===== src/rtl/pipe_reg_slice.sv =====
// rtl/pipe_reg_slice.sv - elastic DEPTH-stage register pipeline with bubble collapse, flush and occupancy
// Optional PIPE_DATA_RST_EN: data registers also clear on rst and flush.
module pipe_reg_slice #(
  parameter int DW    = 32,
  parameter int DEPTH = 2,
  parameter int CW    = 2
) (
  input  logic          clk,
  input  logic          rst,
  input  logic          flush,
  input  logic          in_valid,
  output logic          in_ready,
  input  logic [DW-1:0] in_data,
  output logic          out_valid,
  input  logic          out_ready,
  output logic [DW-1:0] out_data,
  output logic [CW-1:0] occupancy,
  output logic          full,
  output logic          empty
);

  logic [DEPTH-1:0] v;
  logic [DEPTH-1:0] take;
  logic [DEPTH-1:0] acc;
  logic [DEPTH-1:0] src_v;
  logic [DW-1:0]    d     [DEPTH];
  logic [DW-1:0]    src_d [DEPTH];
  logic [CW-1:0]    cnt;
  logic             push;
  logic             pop;

  // Ready ripples from the output back to stage 0; flush blocks the pop at the tail.
  always_comb begin
    logic down_acc;
    take     = '0;
    acc      = '0;
    down_acc = out_ready & ~flush;
    for (int i = DEPTH - 1; i >= 0; i--) begin
      take[i]  = v[i] & down_acc;
      acc[i]   = ~v[i] | take[i];
      down_acc = acc[i];
    end
  end

  always_comb begin
    src_v[0] = in_valid;
    src_d[0] = in_data;
    for (int i = 1; i < DEPTH; i++) begin
      src_v[i] = v[i-1];
      src_d[i] = d[i-1];
    end
  end

  always_ff @(posedge clk or posedge rst) begin
    if (rst) begin
      v <= '0;
    end else if (flush) begin
      v <= '0;
    end else begin
      for (int i = 0; i < DEPTH; i++) begin
        if (acc[i]) v[i] <= src_v[i];
      end
    end
  end

  // Bubbles never overwrite data: a stage loads only when a valid entry moves in.
`ifdef PIPE_DATA_RST_EN
  always_ff @(posedge clk or posedge rst) begin
    if (rst) begin
      for (int i = 0; i < DEPTH; i++) d[i] <= '0;
    end else if (flush) begin
      for (int i = 0; i < DEPTH; i++) d[i] <= '0;
    end else begin
      for (int i = 0; i < DEPTH; i++) begin
        if (acc[i] && src_v[i]) d[i] <= src_d[i];
      end
    end
  end
`else
  always_ff @(posedge clk) begin
    for (int i = 0; i < DEPTH; i++) begin
      if (!flush && acc[i] && src_v[i]) d[i] <= src_d[i];
    end
  end
`endif

  assign push = in_valid & in_ready;
  assign pop  = out_valid & out_ready;

  always_ff @(posedge clk or posedge rst) begin
    if (rst) begin
      cnt <= '0;
    end else if (flush) begin
      cnt <= '0;
    end else if (push && !pop) begin
      cnt <= cnt + CW'(1);
    end else if (pop && !push) begin
      cnt <= cnt - CW'(1);
    end
  end

  assign in_ready  = acc[0] & ~flush;
  assign out_valid = v[DEPTH-1] & ~flush;
  assign out_data  = d[DEPTH-1];
  assign occupancy = cnt;
  assign full      = (cnt == CW'(DEPTH));
  assign empty     = (cnt == '0);

endmodule


===== config.mk =====
export PLATFORM = sky130hd
export DESIGN_NAME = pipe_reg_slice
export DESIGN_NICKNAME = d
export VERILOG_FILES = /design/src/rtl/pipe_reg_slice.sv
export SDC_FILE = /design/constraint.sdc
export NUM_CORES = 1
export LEC_CHECK = 0
export ABC_AREA = 1
export CORE_AREA = 2 2 87 89
export DETAILED_ROUTE_END_ITERATION = 12
export DIE_AREA = 0 0 89 91
export SKIP_LAST_GASP = 1
export SLEW_MARGIN = 20
export SYNTH_ARGS = -nofsm -noshare
export SYNTH_HDL_FRONTEND = slang
export SYNTH_SLANG_ARGS = --single-unit

===== constraint.sdc =====
create_clock -name clk -period 3.05 [get_ports clk]
set_input_delay 0.61 -clock clk [delete_from_list [all_inputs] [get_ports clk]]
set_output_delay 0.61 -clock clk [all_outputs]
set_load 0.02 [all_outputs]

==> flow_metrics.py <==
metrics = {
    "run_status": {
        "outcome": "completed",
    },
    "route": {
        "num_vias": 1162,
        "drtIter0Drc": 22,
        "routed_wl_um": 3600,
        "vias_per_cell": 3.93,
        "route.detailed.drc": 0,
        "ant_nets": 0,
        "wl_per_cell_um": 12.1,
        "drtPass1Iterations": 4,
    },
    "logic_synthesis": {
        "synth.area.top_cells": "edfxtp_1 79%, buf_4 9.9%, dfrtp_1 4.1%",
        "ys_seq_area_share_pct": 83.3,
        "synth.top_cells.by_count": "64 x edfxtp_1, 32 x buf_4, 9 x inv_1",
        "synthArstFlopShare_pct": 5.88,
        "synth_ff_type": "edfxtp_1",
        "syn_area_mm2": 0.00243,
        "netlist.area_leader.share_pct": 79.2,
        "synth_cell_types": 14,
        "synth_area_per_cell_um2": 17.8,
        "yosysMostFrequentCell": "edfxtp_1",
        "synth_nets": 173,
        "postSynthCellCount": 136,
        "synth_edf_count": 64,
        "ys_ff_latch": 68,
        "synth_area_leader_cell": "edfxtp_1",
        "synth_warnings": 0,
    },
    "floorplan": {
        "die_y_um": 91,
        "fp.dieArea_mm2": 0.00810,
        "die_x_um": 89,
        "core_mm2": 0.00714,
        "rows": 31,
        "ioPinCount": 75,
        "start_util_pct": 34.0,
    },
    "final_layout": {
        "fin_nets": 229,
        "postLayoutCellArea_mm2": 0.00332,
        "multi_input_comb_area_um2": 139,
        "diodes": 0,
        "drive_gt1_share_pct": 10.7,
        "areaGrowthSynthToFinish_pct": 36.6,
        "fill_cells": 636,
        "regArea_mm2": 0.00202,
    },
    "grt": {
        "grt.overflow.total": 0,
        "grt_pass1_vias": 1165,
        "grt_util_met1_pct": 10.3,
        "grt_usage_pct": 9.40,
        "antenna_found_initial": 0,
        "grt_pass1_wl_um": 5460,
        "use_met2_pct": 14.4,
        "grt_busiest_layer": "met2",
        "grt_max_degree": 33,
        "use_met3_pct": 3.82,
    },
    "placement": {
        "gp_congestion": 0.694,
        "hpwlAfterDp_um": 2350,
        "io_buffers": 74,
        "placed_area_mm2": 0.00309,
    },
    "critical_path": {
        "crit_cells": 5,
        "endpoint_kind": "primary output",
        "critPathLaunchType": "input port",
        "crit_path_max_incr_delay_ns": 0.64,
        "crit_chain": "clkdlybuf4s50_1, inv_2, a21oi_1, a21oi_1, clkdlybuf4s50_1",
        "worstSetupPathType": "in -> out",
        "cp_max_fo": 7,
        "worst_path_max_delay_cell": "clkdlybuf4s50_1",
        "crit_buf_inv": 3,
        "critPathRequiredTime_ns": 2.44,
        "cp.arrival_ns": 2.19,
        "r2r_cells": 5,
        "critPathTopFamily": "buffers and inverters",
    },
    "pwr": {
        "power_per_cell_area_mw_per_mm2": 651,
        "clkPwrFrac_pct": 39.3,
        "combPwrFrac_pct": 10.2,
        "ir_drop_v": 0.000330,
        "sequentialPowerShare_pct": 50.5,
        "p_int_w": 0.00172,
        "switching_share_pct": 20.3,
        "leakage_nw": 1.19,
        "p_sw_w": 0.000439,
    },
    "clock_tree": {
        "postCtsHoldBufs": 0,
        "clock_sinks": 68,
        "cts_tree": "built",
        "cts-root-buf": "clkbuf_8",
        "clock_path_buffers": 2,
        "ctsResizeCount": 0,
        "cts.reportedPaths.clkPinSlew_ns": 0.06,
        "cts_setup_buffers": 0,
        "numCtsBuffers": 9,
        "htree_levels": 3,
        "clk_latency_ns": 0.33,
    },
    "job": {
        "maxCapViolCount": 0,
    },
    "worst_hold_path": {
        "hold_depth": 0,
        "hp-class": "reg -> reg",
    },
    "timing": {
        "drv_slew": 0,
        "min_period_over_period_pct": 91.7,
        "min_period_ns": 2.80,
        "max_freq_mhz": 358,
        "timing.setup.tns_ns": 0,
        "skew_ns": 0.00843,
        "rsz0062_at_grt": "false",
        "hold_ws_ns": 0.419,
        "slew_headroom_pct": 72.7,
        "setup_viol": 0,
        "worst_slew_pin_slew_ns": 0.410,
        "hold_viol_final": 0,
    },
}
## through the flow
step / utilization (%) / power (W) / instances / setup slack, ns
after detailed placement: 43.2 / 0.00133 / 280 / 0.262
after global placement: 43.2 / 0.00133 / 280 / 0.280
final: 46.5 / 0.00216 / 296 / 0.255
after floorplan: - / 0.00122 / 136 / 0.590
after global routing: 46.5 / 0.00225 / 296 / 0.141
after CTS: 46.5 / 0.00219 / 296 / 0.250
## routing by layer
metal | up-vias | part of all wire, % | wire (um)
met5 | - | 0 | 0
met4 | 0 | 2.3 | 82
met3 | 10 | 9.0 | 324
met2 | 56 | 49 | 1780
met1 | 536 | 39 | 1410
li1 | 560 | - | -
## sequential cells by signal, indices dropped and copies added, names as in the netlist
signal	flops
d	64
v	2
occupancy	2
## cell type report
| class | count | area share, % |
|---|---|---|
| flip-flops and latches | 68 | 61.0 |
| clock buffers | 10 | 3.85 |
| inverters | 10 | 1.13 |
| well taps | 99 | 3.74 |
| clock inverters | 6 | 3.09 |
| repair buffers | 77 | 23.0 |
| multi-input cells | 26 | 4.19 |
## power groups by stage
stage               Clock (W)  Sequential [W]  Combinational, W
finish               0.000847         0.00109          0.000220
global route         0.000913         0.00110          0.000240
CTS                  0.000872         0.00109          0.000224
detailed placement          0         0.00111          0.000222
global placement            0         0.00111          0.000220
floorplan                   0         0.00112          0.000101
## placed cells by master (no fill, tap or decap)
cell type	synthesis	layout
clkdlybuf4s50_1	0	74
edfxtp_1	64	64
inv_1	9	9
clkbuf_8	0	9
nand2_1	8	8
nor2_1	7	7
dfrtp_1	4	4
bufinv_16	0	3
buf_4	32	3
a21oi_1	2	2
nand2_2	2	2
nand3_1	2	2
nand4_1	2	2
clkinv_1	0	2
inv_2	1	1
nand4_2	1	1
nor3_4	0	1
xor2_1	1	1
clkbuf_1	0	1
clkinv_2	0	1
## kinds of logic after synthesis
kind of cell	count (synthesis)	share of synthesized area (%)
compound gates	2	0.412
xor+xnor	1	0.361
buf+inv	42	11.4
flops	68	83.3
simple gates	23	4.48
## final timing paths
kind / end / startpoint / slack (ns)
setup / recovery: in_ready / flush / 0.25
setup reg to reg: d[0][40]$_DFFE_PP_ / v[1]$_DFFE_PP0P_ / 1.50
hold / removal: d[0][34]$_DFFE_PP_ / d[0][2]$_DFFE_PP_ / 0.42
min in group asynchronous: v[0]$_DFFE_PP0P_ / rst / 0.45
max in group asynchronous: occupancy[0]$_DFFE_PP0P_ / rst / 2.45
hold reg to reg: d[0][34]$_DFFE_PP_ / d[0][2]$_DFFE_PP_ / 0.42
## worst register-to-register path, delay by kind of cell (launching register included)
family          cells  cell delay (ns)
flops               1             0.40
buf+inv             3             0.63
compound gates      1             0.05
simple gates        1             0.11
No activity file was read; power rests on OpenSTA's default activity.
